## src/rtl/mem_copy_master.sv

```systemverilog
// Single-channel DMA copy engine on the picorv32 native memory bus.
// Copies one word at a time: a read, then a write, from ascending addresses.
module mem_copy_master #(
  parameter int LEN_W          = 16,
  parameter int TIMEOUT_CYCLES = 1024
) (
  input  logic             clk,
  input  logic             resetn,
  input  logic             cmd_valid,
  output logic             cmd_ready,
  input  logic [31:0]      cmd_src,
  input  logic [31:0]      cmd_dst,
  input  logic [LEN_W-1:0] cmd_len,
  output logic             busy,
  output logic             done,
  output logic             err,
  output logic [LEN_W-1:0] words_done,
  output logic             mem_valid,
  output logic             mem_instr,
  input  logic             mem_ready,
  output logic [31:0]      mem_addr,
  output logic [31:0]      mem_wdata,
  output logic [3:0]       mem_wstrb,
  input  logic [31:0]      mem_rdata
);

  localparam int WAIT_W = (TIMEOUT_CYCLES > 2) ? $clog2(TIMEOUT_CYCLES) : 1;

  typedef enum logic [1:0] {IDLE, READ, WRITE} state_t;

  state_t            state, state_nxt;
  logic [31:0]       src_ptr, dst_ptr;
  logic [LEN_W-1:0]  remaining;
  logic [WAIT_W-1:0] wait_cnt;
  logic              accept, launch, hs, timeout, last;

  assign cmd_ready = (state == IDLE);
  assign mem_instr = 1'b0;

  always_comb begin
    accept    = cmd_valid && cmd_ready;
    launch    = accept && (cmd_len != '0) && (cmd_src[1:0] == 2'b00) && (cmd_dst[1:0] == 2'b00);
    hs        = mem_valid && mem_ready;
    timeout   = mem_valid && !mem_ready && (wait_cnt == WAIT_W'(TIMEOUT_CYCLES - 1));
    last      = (remaining == LEN_W'(1));
    state_nxt = state;
    case (state)
      IDLE:    if (launch) state_nxt = READ;
      READ:    if (hs) state_nxt = WRITE;
               else if (timeout) state_nxt = IDLE;
      WRITE:   if (hs) state_nxt = last ? IDLE : READ;
               else if (timeout) state_nxt = IDLE;
      default: state_nxt = IDLE;
    endcase
  end

  always_ff @(posedge clk) begin
    if (!resetn) begin
      state      <= IDLE;
      mem_valid  <= 1'b0;
      mem_addr   <= '0;
      mem_wdata  <= '0;
      mem_wstrb  <= 4'h0;
      busy       <= 1'b0;
      done       <= 1'b0;
      err        <= 1'b0;
      words_done <= '0;
      wait_cnt   <= '0;
    end else begin
      state <= state_nxt;
      done  <= 1'b0;
      if (mem_valid && !mem_ready) wait_cnt <= wait_cnt + WAIT_W'(1);
      case (state)
        IDLE: if (accept) begin
          words_done <= '0;
          err        <= 1'b0;
          if (launch) begin
            busy      <= 1'b1;
            mem_valid <= 1'b1;
            mem_addr  <= cmd_src;
            mem_wstrb <= 4'h0;
            wait_cnt  <= '0;
          end else begin
            // Zero length completes cleanly; otherwise the command was misaligned.
            done <= 1'b1;
            err  <= (cmd_len != '0);
          end
        end
        READ: if (hs) begin
          mem_addr  <= dst_ptr;
          mem_wdata <= mem_rdata;
          mem_wstrb <= 4'hF;
          wait_cnt  <= '0;
        end else if (timeout) begin
          mem_valid <= 1'b0;
          busy      <= 1'b0;
          done      <= 1'b1;
          err       <= 1'b1;
        end
        WRITE: if (hs) begin
          words_done <= words_done + LEN_W'(1);
          if (last) begin
            mem_valid <= 1'b0;
            busy      <= 1'b0;
            done      <= 1'b1;
          end else begin
            mem_addr  <= src_ptr + 32'd4;
            mem_wstrb <= 4'h0;
            wait_cnt  <= '0;
          end
        end else if (timeout) begin
          mem_valid <= 1'b0;
          busy      <= 1'b0;
          done      <= 1'b1;
          err       <= 1'b1;
        end
        default: ;
      endcase
    end
  end

  // Address/count bookkeeping carries no reset: it is always reloaded on accept.
  always_ff @(posedge clk) begin
    if (accept) begin
      src_ptr   <= cmd_src;
      dst_ptr   <= cmd_dst;
      remaining <= cmd_len;
    end else if (state == WRITE && hs) begin
      src_ptr   <= src_ptr + 32'd4;
      dst_ptr   <= dst_ptr + 32'd4;
      remaining <= remaining - LEN_W'(1);
    end
  end

endmodule

```

## config.mk

```make
export PLATFORM = sky130hd
export DESIGN_NAME = mem_copy_master
export DESIGN_NICKNAME = d
export VERILOG_FILES = /design/src/rtl/mem_copy_master.sv
export SDC_FILE = /design/constraint.sdc
export NUM_CORES = 1
export LEC_CHECK = 0
export BUFFER_PORTS_ARGS = -buffer_cell sky130_fd_sc_hd__buf_4
export CAP_MARGIN = 20
export CORE_MARGIN = 3
export CORE_UTILIZATION = 55
export CTS_BUF_LIST = sky130_fd_sc_hd__clkbuf_4
export CTS_CLUSTER_SIZE = 20
export DETAILED_ROUTE_END_ITERATION = 10
export PLACE_DENSITY = 0.89
export SETUP_SLACK_MARGIN = 0.5
export SLEW_MARGIN = 5
export SYNTH_ARGS = -nofsm -noshare
export SYNTH_HDL_FRONTEND = slang
export SYNTH_SLANG_ARGS = --single-unit
```

## constraint.sdc

```tcl
create_clock -name clk -period 10.5 [get_ports clk]
set_clock_uncertainty 0.2 [all_clocks]
set_input_delay 1.05 -clock clk [delete_from_list [all_inputs] [get_ports clk]]
set_output_delay 1.05 -clock clk [all_outputs]
set_load 0.1 [all_outputs]
```

==> metrics.txt <==
die area=0.0188 sq mm; number of global-route vias before repair=7869; CP Cell Sequence=inv_1, ha_1, buf_4, inv_1, o31ai_4, o21a_1, buf_8, a22o_1; multiplexer share of the synthesized area=0.570%; Hold Slack=0.263 ns; top_reg_cell synth=dfxtp_1; gate count after technology mapping=1070; # hold bufs at CTS=0; placeable core area=0.0167 sq mm; total number of vias=8684; Yosys cell types=65; # H-tree levels=4; syn_nets=1196; Worst VDD drop=76.2 uV; maxcap violations=0; worst path required time=10.81 ns; number of I/O pins=206; most used cell, CP=inv_1; fin area=0.0114 sq mm; NumNets Final=1358; share of cells above drive strength 1=22.7%; DR pass1 iterations=6; clk_lat worst skew=0.57 ns; Pwr Density=144 mW/mm^2; Syn-to-layout area delta=20.4%; most common cell after layout, fill and taps aside=buf_4; Final Hold Fails=0; f_max=315 MHz; Final Cycle Share=30.2%; DR DRC count=0; Compound-Gate Fraction of Synth Area=15.9%; Post-synth EDFFs=80; commonest cells after routing, fill and taps aside=211 x buf_4, 133 x nand2_1, 132 x nor2_1; Slew Limit Fails=0; placed inst area=0.0110 sq mm; Num CTS Buffers=17; cts repair resizes=0; CP startpoint kind=register; setup TNS=0 ns; XOR/XNOR Fraction of Synth Area=8.16%; Worst path top cell family by delay=buffers and inverters; initial antenna violation count=1; dominant combinational cell family by area after synthesis=simple AND/OR/NAND/NOR gates; WP buf/inv=4; post-synthesis sequential area ratio=46.0%; fin crit period=3.17 ns; Async SR Flop Fraction=0%; aggregate global routing overflow=0; status=completed; largest net degree at the start of global routing=100; chip height=137 microns; # Post-CTS Setup Buffers=0; register bit total from synthesis=177; Placer Congestion=0.904; Leak=4.12 nW; Least-Margin Pin Slew=0.956 ns; routed wire length=25300 microns; clock slew at reported path FFs=0.14 ns; critical path endpoint category=register; WS Path Type=register to register; CTS tree=done; Initial Util=56.6%; syn avg cell area=8.83 sq um; initial DRC count=911; detailed placer's ending HPWL=18100 microns; num rows=47; All-Layer GR Usage=26.3%; Via density=5.92; worst min-delay path category=register to register; synthesized area=0.00945 sq mm; post-synthesis adder-cell area fraction=1.32%; crit-path max FO=35; CTS sink cnt=177; synth warn=0; Layout Utilization=68.1%; RSZ-0062 raised after global routing=false; clock buffer depth=2; root buf cell=clkbuf_4; worst path arrival time=3.48 ns; simple-gate area share of the yosys netlist=24.1%; die width=137 microns; max_slew headroom=35.7%; CP max stage cell=inv_1; PortBufs=204; CP peak stage delay=0.52 ns; post-route ant nets=0; first-pass GRT wire length=39000 microns; Final setup viols=0; Avg WL per Cell=17.2 microns
[worst register-to-register path: cells and delay by family (launching register included)]
| kind | cells | cell delay (ns) |
|---|---|---|
| compound gates | 3 | 1.15 |
| fa+ha+maj | 1 | 0.15 |
| buf+inv | 4 | 1.26 |
| flops | 1 | 0.36 |
[path summary, 6_finish.rpt]
check / slack, ns / start / end / depth (start not counted)
max: 7.33 / state[0]$_SDFFE_PN0N_ / mem_addr[18]$_SDFFE_PN0P_ / 8
min: 0.26 / mem_wdata[10]$_SDFFE_PN0P_ / mem_wdata[10]$_SDFFE_PN0P_ / 2
max reg2reg: 7.33 / state[0]$_SDFFE_PN0N_ / mem_addr[18]$_SDFFE_PN0P_ / 8
min reg2reg: 0.26 / mem_wdata[10]$_SDFFE_PN0P_ / mem_wdata[10]$_SDFFE_PN0P_ / 2
[logic make-up (layout without fill, tap and decap cells)]
family	after synthesis	count (layout)
and+or+nand+nor	466	466
other	1	2
DFF	177	177
buffers and inverters	91	266
xor gates and xnor gates	88	88
muxes	5	5
AOI/OAI and AO/OA	232	232
adders and majority gates	10	10
[layer usage]
metal | track usage [%] | part of all wire [%]
met1 | 34.5 | 41
met2 | 42.6 | 47
met3 | 5.59 | 10
met4 | 10.1 | 2.4
met5 | 0 | 0
[report_power, final]
| group | total [mW] | switching [mW] | internal (mW) |
|---|---|---|---|
| combinational | 0.409 | 0.274 | 0.136 |
| clock | 0.364 | 0.240 | 0.123 |
| sequential | 0.860 | 0.0657 | 0.794 |
| total | 1.63 | 0.580 | 1.05 |
[final cells by class]
class,instances,area (sq um)
fillers,1317,5330
multi-input cells,802,4750
repair buffers,216,1680
flip-flops and latches,177,4340
inverters,18,67.6
clock buffers,19,143
diodes,1,2.50
clock inverters,13,108
well taps,220,275
[cell usage after synthesis (3+ instances only)]
cell	number	share of area, %
a21oi_1	128	6.8
o31ai_1	3	0.24
inv_1	17	0.68
or3_1	10	0.66
mux2_2	3	0.36
a311oi_1	3	0.28
o32ai_1	5	0.46
nand2b_1	5	0.33
clkbuf_1	54	2.1
a22o_1	9	0.83
a32o_1	18	1.9
nor3_1	15	0.79
nor4_1	18	1.2
and4_1	8	0.74
o21ai_0	17	0.90
a211oi_1	4	0.32
edfxtp_1	80	25
o2bb2ai_1	3	0.28
nor2_1	132	5.2
nand2_1	135	5.4
a41o_1	3	0.32
ha_1	10	1.3
nand3b_1	6	0.48
or2_2	18	1.2
xnor2_1	38	3.5
nand4_1	27	1.8
xor2_1	50	4.6
a22oi_1	3	0.24
o211ai_1	13	1.0
buf_1	3	0.12
buf_4	4	0.32
a21o_1	3	0.24
or4_1	3	0.24
dfxtp_1	97	21
nand4b_1	5	0.46
buf_2	12	0.64
and3_1	17	1.1
nand3_1	50	2.6
nor2b_1	3	0.20
o2111ai_1	6	0.56
[state kept, by name, indices dropped and copies added (netlist names)]
| signal | cells |
|---|---|
| dst_ptr | 32 |
| mem_addr | 32 |
| state | 2 |
| busy | 1 |
| mem_valid | 1 |
| src_ptr | 32 |
| wait_cnt | 10 |
| err | 1 |
| words_done | 16 |
| remaining | 16 |
| mem_wdata | 32 |
| done | 1 |
| mem_wstrb | 1 |
[per-stage QoR]
step	cells	setup WS (ns)	total power [mW]
global route	1466	7.07	1.71
CTS	1461	7.07	1.63
detailed placement	1429	6.70	1.28
floorplan	1070	5.94	1.15
finish	1466	7.33	1.63
global placement	1428	6.70	1.26
(Power assumes the default switching activity.)
